### config.mk
export PLATFORM = sky130hd
export DESIGN_NAME = uart_fifo_sync
export DESIGN_NICKNAME = d
export VERILOG_FILES = /design/src/rtl/fifo_pkg.sv /design/src/rtl/fifo_regmem.sv /design/src/rtl/uart_fifo_sync.sv
export SDC_FILE = /design/constraint.sdc
export NUM_CORES = 1
export LEC_CHECK = 0
export CAP_MARGIN = 20
export CORE_MARGIN = 2
export CORE_UTILIZATION = 50
export CTS_CLUSTER_DIAMETER = 120
export DETAILED_ROUTE_END_ITERATION = 8
export GPL_ROUTABILITY_DRIVEN = 0
export PLACE_DENSITY_LB_ADDON = 0.15
export SYNTH_ARGS = -nofsm -noshare
export SYNTH_HDL_FRONTEND = slang
export SYNTH_SLANG_ARGS = --single-unit
### constraint.sdc
create_clock -name clk_10MGz -period 2.5 [get_ports clk_10MGz]
set_clock_uncertainty 0.15 [all_clocks]
set_input_delay 0.5 -clock clk_10MGz [delete_from_list [all_inputs] [get_ports clk_10MGz]]
set_output_delay 0.5 -clock clk_10MGz [all_outputs]
set_load 0.05 [all_outputs]
### src/rtl/fifo_pkg.sv
// =============================================================================
// fifo_pkg : shared elaboration-time helpers for the register-based buffers
// Revision : 1.0
// =============================================================================
`default_nettype none

package fifo_pkg;

    function automatic bit is_pow2(input int unsigned v);
        return (v != 0) && ((v & (v - 1)) == 0);
    endfunction

    // Legal geometry: power-of-two depth of at least 2, margin strictly inside it.
    function automatic bit fifo_params_ok(input int unsigned depth,
                                          input int unsigned af_margin);
        return is_pow2(depth) && (depth >= 2) && (af_margin < depth);
    endfunction

endpackage

`default_nettype wire

### src/rtl/fifo_regmem.sv
// =============================================================================
// fifo_regmem : dual-port register array, synchronous write, async read
// Revision    : 1.0
// =============================================================================
`default_nettype none

module fifo_regmem #(
    parameter int WIDTH = 8,
    parameter int DEPTH = 16,
    parameter int AW    = $clog2(DEPTH)
) (
    input  logic             clk_i,
    input  logic             we_i,
    input  logic [AW-1:0]    waddr_i,
    input  logic [WIDTH-1:0] wdata_i,
    input  logic [AW-1:0]    raddr_i,
    output logic [WIDTH-1:0] rdata_o
);

    logic [WIDTH-1:0] mem_q [DEPTH];

    always_ff @(posedge clk_i) begin
        if (we_i) begin
            mem_q[waddr_i] <= wdata_i;
        end
    end

    assign rdata_o = mem_q[raddr_i];

endmodule

`default_nettype wire

### src/rtl/uart_fifo_sync.sv
// =============================================================================
// uart_fifo_sync : single-clock byte FIFO with registered read data and flags
// Revision       : 1.0
// =============================================================================
`default_nettype none

module uart_fifo_sync #(
    parameter int WIDTH     = 8,
    parameter int DEPTH     = 16,
    parameter int AF_MARGIN = 2
) (
    input  logic                       clk_10MGz,
    input  logic                       rst,
    input  logic                       flush,
    input  logic                       we,
    input  logic [WIDTH-1:0]           wdata,
    output logic                       full,
    output logic                       almost_full,
    input  logic                       re,
    output logic [WIDTH-1:0]           rdata,
    output logic                       empty,
    output logic [$clog2(DEPTH):0]     count,
    output logic                       overflow,
    output logic                       underflow
);

    import fifo_pkg::*;

    localparam int AW = $clog2(DEPTH);
    localparam int CW = AW + 1;
    localparam logic [CW-1:0] FULL_CNT = CW'(DEPTH);
    localparam logic [CW-1:0] AF_LEVEL = CW'(DEPTH - AF_MARGIN);

    if (!fifo_params_ok(DEPTH, AF_MARGIN)) begin : g_bad_params
        $error("uart_fifo_sync: DEPTH must be a power of two >= 2 and AF_MARGIN < DEPTH");
    end

    logic [AW-1:0]    wr_ptr_q, rd_ptr_q;
    logic [CW-1:0]    count_q, count_d;
    logic             full_q, empty_q, almost_full_q;
    logic             overflow_q, underflow_q;
    logic [WIDTH-1:0] rdata_q;
    logic [WIDTH-1:0] mem_rdata;
    logic             wr_ok, rd_ok;

    // Acceptance uses the registered flags only; a pop never frees room for a same-edge push.
    assign wr_ok = we && !full_q;
    assign rd_ok = re && !empty_q;

    always_comb begin
        count_d = count_q;
        case ({wr_ok, rd_ok})
            2'b10:   count_d = count_q + 1'b1;
            2'b01:   count_d = count_q - 1'b1;
            default: count_d = count_q;
        endcase
    end

    fifo_regmem #(
        .WIDTH (WIDTH),
        .DEPTH (DEPTH),
        .AW    (AW)
    ) u_mem (
        .clk_i   (clk_10MGz),
        .we_i    (wr_ok && !flush),
        .waddr_i (wr_ptr_q),
        .wdata_i (wdata),
        .raddr_i (rd_ptr_q),
        .rdata_o (mem_rdata)
    );

    always_ff @(posedge clk_10MGz or negedge rst) begin
        if (!rst) begin
            wr_ptr_q      <= '0;
            rd_ptr_q      <= '0;
            count_q       <= '0;
            full_q        <= 1'b0;
            empty_q       <= 1'b1;
            almost_full_q <= 1'b0;
            overflow_q    <= 1'b0;
            underflow_q   <= 1'b0;
            rdata_q       <= '0;
        end else if (flush) begin
            wr_ptr_q      <= '0;
            rd_ptr_q      <= '0;
            count_q       <= '0;
            full_q        <= 1'b0;
            empty_q       <= 1'b1;
            almost_full_q <= 1'b0;
            overflow_q    <= 1'b0;
            underflow_q   <= 1'b0;
        end else begin
            if (wr_ok) begin
                wr_ptr_q <= wr_ptr_q + 1'b1;
            end
            if (rd_ok) begin
                rd_ptr_q <= rd_ptr_q + 1'b1;
                rdata_q  <= mem_rdata;
            end
            if (we && full_q) begin
                overflow_q <= 1'b1;
            end
            if (re && empty_q) begin
                underflow_q <= 1'b1;
            end
            count_q       <= count_d;
            full_q        <= (count_d == FULL_CNT);
            empty_q       <= (count_d == '0);
            almost_full_q <= (count_d >= AF_LEVEL);
        end
    end

    assign full        = full_q;
    assign empty       = empty_q;
    assign almost_full = almost_full_q;
    assign count       = count_q;
    assign overflow    = overflow_q;
    assign underflow   = underflow_q;
    assign rdata       = rdata_q;

endmodule

`default_nettype wire
Word level (Yosys, flattened, before mapping)
Memory sizes are Yosys's and may differ from the RTL's. A register that Yosys moved wholly into a read port is not among the register bits. Index checks and enable logic that the tools add are counted.

Memories: 1. Bits in writable memories: 128. Output and inout port bits: 18. Input bits: 13. Register bits after elaboration: 18. Logic and storage cells: 48.

Reduce and logical (&&, ||, !) cells: 15. Equal/unequal tests: 3. Add/subtract/negate cells: 4. Multiplexer cells: 15. Bitwise operators: 1. $lt $le $gt $ge: 1.

Memories: u_mem.mem_q (words 16, width 8, rd ports 1, clocked after Yosys merged registers in 1, write ports 1, line fifo_regmem.sv:20) `logic [WIDTH-1:0] mem_q [DEPTH];`.

Operator list (number): $mux W4 (4); $pmux W5 S2 (1); $mux W1 (9); $add A4 B1 Y4 const B (2); $reduce_bool A2 Y1 (4); $add A5 B1 Y5 const B (1); $eq A5 B5 Y1 const B (1); $ge A5 B4 Y1 const B (1); $logic_and A1 B1 Y1 (5); $logic_not A5 Y1 (1); $mux W5 (1); $sub A5 B1 Y5 const B (1); $logic_not A1 Y1 (4); $eq A2 B1 Y1 const B (1); $eq A2 B2 Y1 const B (1); $reduce_and A2 Y1 (1); $not A1 Y1 (1).

Longest topological paths before layout
Depth after elaboration: 6. Mapped depth: 12.

By module
A second synthesis with hierarchy kept.

Cell total of the unflattened synthesis: 336. Area total of the unflattened synthesis: 6224.7 um2.

By module, submodules not included: fifo_regmem (area each 4987.3 um2, times used 1, seq. area each 3843.7 um2, cells an instance 221); uart_fifo_sync (area each 1237.4 um2, times used 1, seq. area each 651.9 um2, cells an instance 115).

Least setup slack after synthesis
Ideal clock, no wire load.

Kind: flip-flop to flip-flop. Start point: register empty_q (netlist: empty). End point: register empty_q (netlist: empty). Period minus slack after synthesis: 2611 ps. Slack: -111 ps. Path buffers: 1. Cell stages (with the launch flop): 11. Data required time: 2272 ps. Library setup time: 78 ps. Arrival time: 2383 ps. Path through: dfstp_2 > nand2b_1 > inv_1 > buf_2 > ha_1 > a21o_1 > and3_1 > o21ai_0 > a21oi_1 > o21a_1 > a31o_2.

Longest elaborated chain between the ends: 6. Elaborated cells between the ends (all ways): 7. Classes of those cells: eq/ne: 2; mux: 2; reduce/logical: 3.

RTL lines: start: declaration (line uart_fifo_sync.sv:40) `logic full_q, empty_q, almost_full_q;`; start signal: assignment (line uart_fifo_sync.sv:108) `empty_q <= (count_d == '0);`; $logic_not A1 Y1 (*) (line uart_fifo_sync.sv:48) `assign rd_ok = re && !empty_q;`; $logic_and A1 B1 Y1 (*) (line uart_fifo_sync.sv:48); $eq A2 B1 Y1 or $eq A2 B2 Y1 (tied branches) (line uart_fifo_sync.sv:52) `case ({wr_ok, rd_ok})`; $pmux W5 S2 (*) (line uart_fifo_sync.sv:52); $logic_not A5 Y1 (*) (line uart_fifo_sync.sv:108); $mux W1 (*) (line uart_fifo_sync.sv:83) `end else if (flush) begin`.

Every way passes the cells marked *; elsewhere a longest branch is shown, timed or not. A chain may end at the register's enable or synchronous reset.

Final worst setup path
Start point: input we. End point: register empty_q (netlist: empty).

Longest elaborated chain between the ends: 5. Elaborated cells between the ends (all ways): 6. Classes of those cells: eq/ne: 2; mux: 2; reduce/logical: 2.

RTL lines: start: declaration (line uart_fifo_sync.sv:15) `input logic we,`; $logic_and A1 B1 Y1 (*) (line uart_fifo_sync.sv:47) `assign wr_ok = we && !full_q;`; $eq A2 B1 Y1 or $eq A2 B2 Y1 (tied branches) (line uart_fifo_sync.sv:52); $pmux W5 S2 (*) (line uart_fifo_sync.sv:52); $logic_not A5 Y1 (*) (line uart_fifo_sync.sv:108); $mux W1 (*) (line uart_fifo_sync.sv:83).

Marked as above.

==> flow_metrics.env <==
export IMPL_p_seq_share_pct=44.2
export IMPL_ys_warn_count=0
export IMPL_synth_area_leaders="edfxtp_1, dfrtp_1, mux4_1"
export IMPL_cts_tree="done"
export IMPL_grt_pass1_wl_mm=18.2
export IMPL_synth_async_reset_ratio_pct=16.9
export IMPL_syn_instance_count=322
export IMPL_cp_top_family="compound AO/OA/AOI/OAI gates"
export IMPL_core_mm2=0.0125
export IMPL_worst_ep_required_time_ps=2700
export IMPL_h_tree_depth=4
export IMPL_die_y_um=116
export IMPL_cts_made_buffers=17
export IMPL_final_antenna_net_count=0
export IMPL_pwr_share_clk_pct=36.8
export IMPL_ys_types=44
export IMPL_cpMaxStageDelayCell="clkdlybuf4s50_1"
export IMPL_antenna_diode_count=0
export IMPL_dieArea_mm2=0.0135
export IMPL_initial_core_util_pct=50.5
export IMPL_synth_most_common_cell="edfxtp_1"
export IMPL_status="finished, final reports clean"
export IMPL_avgSynthCellArea_um2=19.6
export IMPL_hold_violations=0
export IMPL_slew_headroom_pct=60.3
export IMPL_swShare_pct=25.6
export IMPL_p_comb_share_pct=19.1
export IMPL_yosys_area_top_type_share_pct=61.0
export IMPL_antenna_found_initial=0
export IMPL_period_minus_slack_ps=2430
export IMPL_synth_edf_count=128
export IMPL_yosysSeqAreaShare_pct=71.3
export IMPL_die_w_um=116
export IMPL_drtIter0Drc=180
export IMPL_path_class="input port to register"
export IMPL_track_usage_pct=18.9
export IMPL_grt_pass1_vias=3174
export IMPL_insertion_delay_ps=410
export IMPL_drv_slew=0
export IMPL_p_sw_w=0.00174
export IMPL_place_ws_ps=-527
export IMPL_synthTopCellsByCount="edfxtp_1, nor2_1, dfrtp_1"
export IMPL_grt_max_degree=36
export IMPL_gr_total_overflow=0
export IMPL_drv_cap=0
export IMPL_clock_path_buffers=2
export IMPL_layout_setup_ws_ps=65.6
export IMPL_syn_nets=342
export IMPL_dr_total_vias=3211
export IMPL_layout_drive_gt1_share_pct=28.2
export IMPL_path_max_fanout=8
export IMPL_tightest_slew_ps=595
export IMPL_max_stage_delay_ps=480
export IMPL_synth_area_mm2=0.00630
export IMPL_numPortBuffers=30
export IMPL_critPathBufInv=3
export IMPL_ios=31
export IMPL_path_cells="clkdlybuf4s50_1 -> nor2b_4 -> inv_4 -> buf_4 -> ha_4 -> a21o_1 -> and3_4 -> o21ai_1 -> a21oi_1 -> o21a_1 -> a31o_2"
export IMPL_root_buffer="clkbuf_16"
export IMPL_startpoint_type="input port"
export IMPL_row_count=41
export IMPL_finalWirelength_mm=11.7
export IMPL_hold_path_class="input port to register"
export IMPL_powerDensity_mw_per_mm2=878
export IMPL_regToRegSetupSlack_ps=100
export IMPL_finish_net_count=416
export IMPL_period_share_pct=97.4
export IMPL_ctsHoldBuffers=0
export IMPL_yosys_area_top_type="edfxtp_1"
export IMPL_max_freq_mhz=411
export IMPL_ys_ff_latch=154
export IMPL_peakVddDrop_mv=0.496
export IMPL_clkTransAtPathRegs_ps=60
export IMPL_clock_sinks=154
export IMPL_viasPerCell=5.54
export IMPL_post_drt_wl_per_cell_um=20.1
export IMPL_drc_errors=0
export IMPL_first_pass_iters=4
export IMPL_p_leak_nw=2.68
export IMPL_setup_viol=0
export IMPL_hpwl_mm=7.81
export IMPL_setup_worst_path_end_class="register"
export IMPL_arrival_ps=2630
export IMPL_p_int_w=0.00504
export IMPL_areaGrowthSynthToFinish_pct=22.5
export IMPL_hold_ws_ps=273
export IMPL_ys_flop_type="edfxtp_1"
-- sequential cells by signal, summed over array words and instances, names as in the netlist --
name / flops
u_mem.mem_q: 128
rdata: 8
overflow: 1
wr_ptr_q: 4
empty: 1
almost_full: 1
full: 1
rd_ptr_q: 4
count: 5
underflow: 1
-- power groups by stage --
stage               combinational [W]  clock (W)  sequential [W]
floorplan                    0.000514          0         0.00334
global placement              0.00123          0         0.00304
detailed placement            0.00125          0         0.00304
CTS                           0.00126    0.00255         0.00299
global route                  0.00138    0.00265         0.00300
finish                        0.00129    0.00249         0.00299
-- cell families after synthesis --
| kind of cell | count (synthesis) | share of synthesized area (%) |
|---|---|---|
| compound gates | 20 | 1.97 |
| fa+ha+maj | 7 | 1.39 |
| mux | 49 | 17.1 |
| xor+xnor | 10 | 1.39 |
| buf+inv | 19 | 2.20 |
| flops | 154 | 71.3 |
| simple gates | 63 | 4.57 |
-- routing by layer --
metal	track usage, %	vias up	share of wire, %
met5	0	-	0
met4	7.86	0	1.8
met3	4.20	17	2.6
met2	29.3	59	49
met1	26.5	1690	47
li1	-	1445	-
-- worst register-to-register path, stage by stage, from the launching register on --
cell and delay, ps:
dfstp_2 540, nand2b_4 120, inv_1 60, buf_4 180, ha_4 200, a21o_1 210
and3_4 190, o21ai_1 120, a21oi_1 80, o21a_1 230, a31o_2 250
-- what timing repair did --
item                       CTS  global route
setup endpoints to repair    5             6
setup buffers                0             2
resized for setup            2            18
pin swaps                    0             6
-- final timing paths --
path,start,end,depth (start not counted)
max,we,empty$_DFF_PN1_,11
min,re,underflow$_DFFE_PN0P_,3
max reg2reg,empty$_DFF_PN1_,empty$_DFF_PN1_,10
min reg2reg,underflow$_DFFE_PN0P_,underflow$_DFFE_PN0P_,2
max in group asynchronous,rst,empty$_DFF_PN1_,2
min in group asynchronous,rst,rdata[0]$_DFFE_PN0P_,2
-- final cells by class --
cell class	count	area [um^2]
Sequential cell	154	4500
Clock inverter	13	153
Inverter	4	17.5
Clock buffer	18	429
Tap cell	172	215
Timing Repair Buffer	70	643
Multi-Input combinational cell	149	1760
Fill cell	894	4750
-- per-stage QoR --
step	TNS, ps	util (%)	area [um^2]	total power (W)	instances
final	0	61.9	7720	0.00678	580
after global routing	-92.4	61.9	7720	0.00703	580
after CTS	0	61.1	7620	0.00679	578
after detailed placement	-3630	56.4	7030	0.00429	547
after global placement	-3720	56.4	7030	0.00427	547
after floorplan	-17.3	-	6310	0.00385	322
-- placed cells by master, fill, tap and decap left out, types with 4 or more instances in the layout --
master	instances
mux4_2	19
buf_4	37
nor2_1	32
edfxtp_1	128
xor2_1	4
clkdlybuf4s50_1	28
ha_1	5
dfrtp_1	23
mux4_1	21
nand2_1	12
a21oi_1	8
mux2_2	8
clkbuf_16	17
No activity file was read; power rests on OpenSTA's default activity.
